## src/rtl/rv_sdram_bridge.sv

```systemverilog
// rv_sdram_bridge: splits 32-bit valid/ready CPU accesses into low/high halfword
// toggle-handshake transactions on the RV port of the SDRAM controller.
module rv_sdram_bridge #(
   parameter int ACK_DATA_DELAY = 1,
   parameter bit SKIP_UNSTROBED = 1'b1
) (
   input  logic        clk,
   input  logic        resetn,
   input  logic        mem_valid,
   input  logic [31:0] mem_addr,
   input  logic [31:0] mem_wdata,
   input  logic [3:0]  mem_wstrb,
   output logic        mem_ready,
   output logic [31:0] mem_rdata,
   output logic [19:0] rv_addr,
   output logic [15:0] rv_din,
   output logic [1:0]  rv_ds,
   output logic        rv_we,
   output logic        rv_req,
   input  logic        rv_req_ack,
   input  logic [15:0] rv_dout
);
   typedef enum logic [2:0] {
      S_IDLE, S_LO_ISSUE, S_LO_WAIT, S_LO_DATA,
      S_HI_ISSUE, S_HI_WAIT, S_HI_DATA, S_DONE
   } state_t;
   state_t      r_state, w_next;
   logic [20:2] r_addr;
   logic [31:0] r_wdata;
   logic [3:0]  r_wstrb;
   logic [1:0]  r_cnt;
   logic [15:0] r_lo;
   logic        r_req;
   logic [19:0] r_rv_addr;
   logic [15:0] r_rv_din;
   logic [1:0]  r_rv_ds;
   logic        r_rv_we;
   logic [31:0] r_rdata;
   logic        w_wr, w_ack, w_cnt_done, w_start, w_lo_start, w_hi_need;
   logic        w_issue_lo, w_issue_hi, w_load_cnt, w_cap_lo, w_cap_hi;
   logic        w_unused;
   assign w_unused   = ^{mem_addr[31:21], mem_addr[1:0]};
   assign w_wr       = |r_wstrb;
   assign w_ack      = (rv_req_ack == r_req);
   assign w_cnt_done = (r_cnt == 2'd0);
   assign w_start    = mem_valid && !mem_ready;
   assign w_lo_start = (mem_wstrb == 4'd0) || (|mem_wstrb[1:0]) || !SKIP_UNSTROBED;
   assign w_hi_need  = !w_wr || (|r_wstrb[3:2]) || !SKIP_UNSTROBED;
   assign mem_rdata  = r_rdata;
   assign rv_addr    = r_rv_addr;
   assign rv_din     = r_rv_din;
   assign rv_ds      = r_rv_ds;
   assign rv_we      = r_rv_we;
   assign rv_req     = r_req;

   always_ff @(posedge clk or negedge resetn) begin
      if (!resetn) r_state <= S_IDLE;
      else r_state <= w_next;
   end

   // Writes never enter the DATA states; they leave WAIT straight on the ack match.
   always_comb begin
      w_next = r_state;
      case (r_state)
         S_IDLE:     if (w_start) w_next = w_lo_start ? S_LO_ISSUE : S_HI_ISSUE;
         S_LO_ISSUE: w_next = S_LO_WAIT;
         S_LO_WAIT:  if (w_ack) w_next = !w_wr ? S_LO_DATA : (w_hi_need ? S_HI_ISSUE : S_DONE);
         S_LO_DATA:  if (w_cnt_done) w_next = S_HI_ISSUE;
         S_HI_ISSUE: w_next = S_HI_WAIT;
         S_HI_WAIT:  if (w_ack) w_next = w_wr ? S_DONE : S_HI_DATA;
         S_HI_DATA:  if (w_cnt_done) w_next = S_DONE;
         S_DONE:     w_next = S_IDLE;
         default:    w_next = S_IDLE;
      endcase
   end

   always_comb begin
      w_issue_lo = (r_state == S_LO_ISSUE);
      w_issue_hi = (r_state == S_HI_ISSUE);
      w_load_cnt = ((r_state == S_LO_WAIT) || (r_state == S_HI_WAIT)) && w_ack;
      w_cap_lo   = (r_state == S_LO_DATA) && w_cnt_done;
      w_cap_hi   = (r_state == S_HI_DATA) && w_cnt_done;
      mem_ready  = (r_state == S_DONE);
   end

   always_ff @(posedge clk or negedge resetn) begin
      if (!resetn) begin
         r_addr    <= '0;
         r_wdata   <= '0;
         r_wstrb   <= '0;
         r_cnt     <= '0;
         r_lo      <= '0;
         r_req     <= 1'b0;
         r_rv_addr <= '0;
         r_rv_din  <= '0;
         r_rv_ds   <= '0;
         r_rv_we   <= 1'b0;
         r_rdata   <= '0;
      end else begin
         if ((r_state == S_IDLE) && w_start) begin
            r_addr  <= mem_addr[20:2];
            r_wdata <= mem_wdata;
            r_wstrb <= mem_wstrb;
         end
         if (w_issue_lo || w_issue_hi) begin
            r_req     <= ~r_req;
            r_rv_addr <= {r_addr, w_issue_hi};
            r_rv_din  <= w_issue_hi ? r_wdata[31:16] : r_wdata[15:0];
            r_rv_ds   <= !w_wr ? 2'b11 : (w_issue_hi ? r_wstrb[3:2] : r_wstrb[1:0]);
            r_rv_we   <= w_wr;
         end
         if (w_load_cnt) r_cnt <= 2'(ACK_DATA_DELAY - 1);
         else if (!w_cnt_done) r_cnt <= r_cnt - 2'd1;
         if (w_cap_lo) r_lo <= rv_dout;
         // mem_rdata only changes when the whole word is in, so it holds between reads.
         if (w_cap_hi) r_rdata <= {rv_dout, r_lo};
      end
   end
endmodule

```

## config.mk

```make
export PLATFORM = sky130hd
export DESIGN_NAME = rv_sdram_bridge
export DESIGN_NICKNAME = d
export VERILOG_FILES = /design/src/rtl/rv_sdram_bridge.sv
export SDC_FILE = /design/constraint.sdc
export NUM_CORES = 1
export LEC_CHECK = 0
export CORE_MARGIN = 4
export CORE_UTILIZATION = 40
export CTS_BUF_LIST = sky130_fd_sc_hd__clkbuf_4 sky130_fd_sc_hd__clkbuf_8
export DETAILED_ROUTE_END_ITERATION = 8
export PLACE_DENSITY_LB_ADDON = 0.2
export SYNTH_ARGS = -nofsm -noshare
export SYNTH_HDL_FRONTEND = slang
export SYNTH_SLANG_ARGS = --single-unit
```

## constraint.sdc

```tcl
create_clock -name clk -period 1.5 [get_ports clk]
set_input_delay 0.3 -clock clk [delete_from_list [all_inputs] [get_ports clk]]
set_output_delay 0.3 -clock clk [all_outputs]
set_load 0.01 [all_outputs]
```

==> metrics.yaml, run 1 <==
die_w_um: 131
routed_wl_um: 14600
die_y_um: 131
grt_start_max_net_pins: 43
grt_overflow: 0
final_cell_mix: "dfrtp_1 (145), clkdlybuf4s50_1 (73), mux2_2 (67)"
failed_checks: "negative setup slack"
hp-class: "input pin to asynchronous set/reset pin"
fin_cells: 813
ys_seq_area_frac: 0.615
clk_latency_ps: 440
cts_root_buffer: "clkbuf_8"
cts_max_level: 4
place_ws_ps: -400
arrival_ps: 1980
required_ps: 1820
hold_viol_final: 0
initial_core_util: 0.411
synthDistinctLibCells: 37
cp-start-kind: "flip-flop"
io_buffer_count: 147
ys_ff_latch: 148
slew_headroom: 0.739
synthFlopType: "dfrtp_1"
power_frac_seq: 0.358
status: "finished with violations"
power.switching_mw: 6.30
hpwl_um: 8880
vias_per_cell: 4.91
synth.avg_cell_area_um2: 14.9
antenna_left: 0
syn_to_final_growth_pct: 51.4
syn-num-nets: 493
syn_area_um2: 6030
path_class: "flip-flop to flip-flop"
place_congestion: 0.746
r2r_cells: 6
die_area_um2: 17100
cts_made_buffers: 17
crit_path_max_fanout: 7
drt_iter0_markers: 134
crit_family: "buffers and inverters"
rsz0062_at_grt: "yes"
drc: 0
cts_buffer_depth: 2
async_flop_share: 1.00
fin_crit_ps: 1650
num_antenna_cells: 0
clock-sinks: 148
final_common_cell: "dfrtp_1"
cp_slowest_stage_delay_ps: 430
path_buf_inv: 3
slew_viol_final: 0
rrSetupSlack_ps: -150
max_freq_ghz: 0.605
max-vdd-ir-drop_uv: 1280
antenna_found_initial: 0
path_cells: "buf_6, nor2_4, and3_4, buf_12, clkbuf_16, mux2_4"
tightest_slew_ps: 391
critical_path_cell_count: 6
leakagePower_nw: 4.15
skew_ps: 13.0
powerDensity_nw_per_um2: 2210
drtPass1Iterations: 4
power_frac_comb: 0.464
internal_power_mw: 13.9
syn_inst: 404
cap_violations: 0
num_vias: 3991
grt_pass1_wl_um: 23000
coreArea_um2: 14600
clock_power_share: 0.178
finalNetCount: 705
place_inst: 750
grt_pass1_vias: 4517
crit_path_end_kind: "flip-flop"
synth-edff-count: 0
swShare: 0.313
ios: 161
drive_above_1_share: 0.409
slowest_stage: "dfrtp_2"
yosysWarnings: 0
post-route-util: 0.623
setup_viol: 146
fin_total_pwr_mw: 20.2
clk_pin_slew_worst_paths_ps: 90
num_rows: 44
wire_per_inst_um: 18.0
setup_ws_ps: -153
cts_tree: "built"
min_period_over_period: 1.10
track_usage: 0.177
[timing repair]
item                                    4_1_cts  5_1_grt
pin swaps                                    10       17
buffers inserted                             12        8
hold buffers                                  1        0
endpoints found under the setup margin      212      153
gates resized for setup                     137       43
cloned                                        9        4
endpoints found under the hold margin        31        0
[per-stage QoR]
stage | hold slack, ps | TNS (ps) | instance area (um2)
floorplan | 4.41 | -801 | 6070
global placement | 237 | -18240 | 7960
detailed placement | 239 | -20590 | 7960
CTS | 318 | -15970 | 8900
global route | 338 | -18970 | 9130
finish | 331 | -12810 | 9130
[state kept, by name (all words and copies together) (netlist names)]
| name | cells |
|---|---|
| mem_rdata | 32 |
| r_addr | 19 |
| r_cnt | 2 |
| r_lo | 16 |
| r_state | 3 |
| r_wdata | 32 |
| r_wstrb | 4 |
| rv_addr | 20 |
| rv_din | 16 |
| rv_ds | 2 |
| rv_req | 1 |
| rv_we | 1 |
[path summary, 6_finish.rpt]
| kind | from | endpoint |
|---|---|---|
| min | resetn | r_cnt[1] |
| min in group clk | mem_wdata[24] | r_wdata[24] |
| max in group asynchronous | resetn | r_addr[10] |
| max reg2reg | r_state[0] | r_wdata[16] |
| max | r_state[0] | r_wdata[16] |
| min reg2reg | mem_rdata[16] | mem_rdata[16] |
[per-layer routing]
layer,GRT usage,up-vias,share of wire
li1,-,1844,-
met1,0.214,2016,0.41
met2,0.289,118,0.51
met3,0.0736,13,0.076
met4,0.0551,0,0.010
met5,0,-,0
[cell type report]
class	instances	area, um2
flip-flops and latches	148	3710
well taps	184	230
clock inverters	12	201
multi-input cells	230	2400
fillers	1104	5520
clock buffers	20	269
repair buffers	216	2310
inverters	3	11.3
[cells by family after synthesis]
kind of cell / synth area share
xor gates and xnor gates: 0.00582
buffers and inverters: 0.0332
and+or+nand+nor: 0.0403
muxes: 0.268
AOI/OAI and AO/OA: 0.0357
DFF: 0.615
adders and majority gates: 0.00208
[synthesized netlist by cell type (all sizes together), types with 2 or more instances]
library cell	instances	area, um2
dfrtp	148	3700
a21oi	21	109
nor3	2	15.0
buf	23	189
mux2i	19	190
mux2	123	1430
a211oi	3	22.5
a211o	2	18.8
xor2	3	26.3
nand2	5	18.8
or2	3	18.8
o21ai	7	35.0
inv	3	11.3
nor2	27	101
and2b	2	15.0
nand2b	3	26.3
[power by group through the flow]
stage / registers [mW] / clock network [mW] / logic [mW]
after floorplan: 7.50 / 0 / 4.22
after global placement: 7.17 / 0 / 7.93
after detailed placement: 7.29 / 0 / 8.16
after CTS: 7.18 / 3.69 / 8.85
after global routing: 7.48 / 3.88 / 10.1
final: 7.22 / 3.59 / 9.35
No activity file was read; power rests on OpenSTA's default activity.
==> run 2, diff against run 1 <==
--- a/constraint.sdc
+++ b/constraint.sdc
@@ -3,2 +3,2 @@
 set_output_delay 0.3 -clock clk [all_outputs]
-set_load 0.01 [all_outputs]
+set_load 0.02 [all_outputs]
==> metrics.yaml, run 2 (synthesized netlist as in run 1, its figures left out) <==
num_vias: 4058  # was 3991
num_antenna_cells: 0  # unchanged
cap_violations: 0  # unchanged
power_frac_comb: 0.517  # was 0.464
slew_headroom: 0.732  # was 0.739
rsz0062_at_grt: "yes"  # unchanged
die_w_um: 131  # unchanged
cts_max_level: 4  # unchanged
track_usage: 0.177  # about the same
die_y_um: 131  # unchanged
swShare: 0.344  # was 0.313
crit_path_end: "r_state[0]"  # was r_wdata[16]
hpwl_um: 8830  # was 8880 um
grt_overflow: 0  # unchanged
crit_path_max_fanout: 5  # was 7
die_area_um2: 17100  # unchanged
cp-startpoint: "r_state[0]"  # unchanged
hp-class: "input pin to asynchronous set/reset pin"  # unchanged
skew_ps: 10.2  # was 13.0 ps
nFillCells: 1064  # was 1104
ios: 161  # unchanged
drc: 0  # unchanged
clock_power_share: 0.153  # was 0.178
finalNetCount: 709  # was 705
clk_pin_slew_worst_paths_ps: 80  # was 90 ps
initial_core_util: 0.411  # unchanged
num_rows: 44  # unchanged
grt_pass1_vias: 4416  # was 4517
arrival_ps: 2020  # was 1980 ps
cts_root_buffer: "clkbuf_8"  # unchanged
tightest_slew_ps: 402  # was 391 ps
final_cell_mix: "dfrtp_1 (146), clkdlybuf4s50_1 (73), mux2_4 (63)"  # was dfrtp_1 (145), clkdlybuf4s50_1 (73), mux2_2 (67)
internal_power_mw: 14.8  # was 13.9 mW
required_ps: 1830  # was 1820 ps
place_congestion: 0.744  # was 0.746
cts_buffer_depth: 2  # unchanged
leakagePower_nw: 4.21  # was 4.15 nW
powerDensity_nw_per_um2: 2380  # was 2210 nW/um2
max_freq_ghz: 0.589  # was 0.605 GHz
slew_viol_final: 0  # unchanged
cts_tree: "built"  # unchanged
failed_checks: "negative setup slack"  # unchanged
drt_iter0_markers: 136  # was 134
rrSetupSlack_ps: -200  # was -150 ps
setup_viol: 143  # was 146
cts_made_buffers: 17  # unchanged
drive_above_1_share: 0.491  # was 0.409
r2r-end: "r_state[0]"  # was r_wdata[16]
crit_path_end_kind: "flip-flop"  # unchanged
clk_latency_ps: 430  # was 440 ps
antenna_found_initial: 0  # unchanged
cp-start-kind: "flip-flop"  # unchanged
post-route-util: 0.647  # was 0.623
r2r_cells: 6  # unchanged
min_period_over_period: 1.13  # was 1.10
routed_wl_um: 15600  # was 14600 um
vias_per_cell: 4.97  # was 4.91
path_class: "flip-flop to flip-flop"  # unchanged
power_frac_seq: 0.330  # was 0.358
place_ws_ps: -350  # was -400 ps
wire_per_inst_um: 19.1  # was 18.0 um
syn_to_final_growth_pct: 57.3  # was 51.4%
grt_pass1_wl_um: 23000  # about the same
grt_start_max_net_pins: 43  # unchanged
final_common_cell: "dfrtp_1"  # unchanged
io_buffer_count: 147  # unchanged
reg2reg_from: "r_state[0]"  # unchanged
setup_ws_ps: -198  # was -153 ps
clock-sinks: 148  # unchanged
power.switching_mw: 7.75  # was 6.30 mW
hold_viol_final: 0  # unchanged
status: "finished with violations"  # unchanged
drtPass1Iterations: 4  # unchanged
fin_crit_ps: 1700  # was 1650 ps
max-vdd-ir-drop_uv: 1390  # was 1280 uV
antenna_left: 0  # unchanged
coreArea_um2: 14600  # unchanged
run 2: cell count changes in the layout (fill, tap and decap cells not counted), moves of 8 or more:
cell,previous run,this run
nor2_1,24,11
nor2_4,1,9
clkdlybuf4s15_1,6,44
a21oi_1,20,8
clkbuf_2,0,21
a21oi_2,0,12
dlygate4sd2_1,65,6
mux2i_1,18,10
run 2: area by class of cell:
cell class	instances	area [um2]	share of cell area
Clock inverter	8	148	0.0156
Timing Repair Buffer	220	2480	0.262
Tap cell	184	230	0.0243
Clock buffer	23	298	0.0314
Inverter	3	11.3	0.00119
Sequential cell	148	3710	0.391
Multi-Input combinational cell	230	2610	0.275
run 2: worst min-delay path by stage:
stage / cells after the start / slack [ps] / endpoint / start
floorplan: 0 / 4 / mem_rdata[0] / resetn
global placement: 1 / 240 / r_cnt[0] / resetn
detailed placement: 1 / 250 / mem_rdata[2] / resetn
CTS: 2 / 330 / r_cnt[0] / resetn
global route: 2 / 350 / r_wstrb[3] / resetn
finish: 2 / 350 / mem_rdata[2] / resetn
run 2: per-layer routing:
metal / vias to the layer above / track usage / wire, um
met5: - / 0 / 0
met4: 0 / 0.0472 / 114
met3: 7 / 0.0797 / 1080
met2: 111 / 0.295 / 7890
met1: 2082 / 0.207 / 6540
li1: 1858 / - / -
run 2: repair_timing:
action / 4_1_cts / 5_1_grt
setup endpoints to repair: 214 / 208
buffers inserted: 9 / 6
gates resized for setup: 148 / 166
hold buffers: 1 / 0
gates cloned: 11 / 12
pin swaps: 11 / 19
endpoints found under the hold margin: 35 / 0
run 2: worst max-delay path, stage by stage (launching register included):
cell and delay (ps):
dfrtp_2 450, buf_6 130, buf_6 120, or2b_4 270
o22ai_2 140, o22a_2 180, mux2_4 290
run 2: metrics by stage:
stage	TNS (ps)	total power [mW]	area [um2]	instances	hold WS, ps
6_report	-15060	22.5	9480	816	350
5_1_grt	-20910	23.8	9480	816	345
4_1_cts	-16950	20.3	8890	800	326
3_5_place_dp	-20420	16.3	7950	749	247
3_3_place_gp	-16620	15.9	7950	749	241
2_1_floorplan	-801	12.5	6070	404	4.41
run 2: power groups by stage:
stage | sequential (mW) | combinational (mW) | clock [mW]
finish | 7.45 | 11.6 | 3.44
global route | 7.69 | 12.4 | 3.71
CTS | 7.19 | 9.58 | 3.55
detailed placement | 7.26 | 8.99 | 0
global placement | 7.14 | 8.74 | 0
floorplan | 8.24 | 4.22 | 0
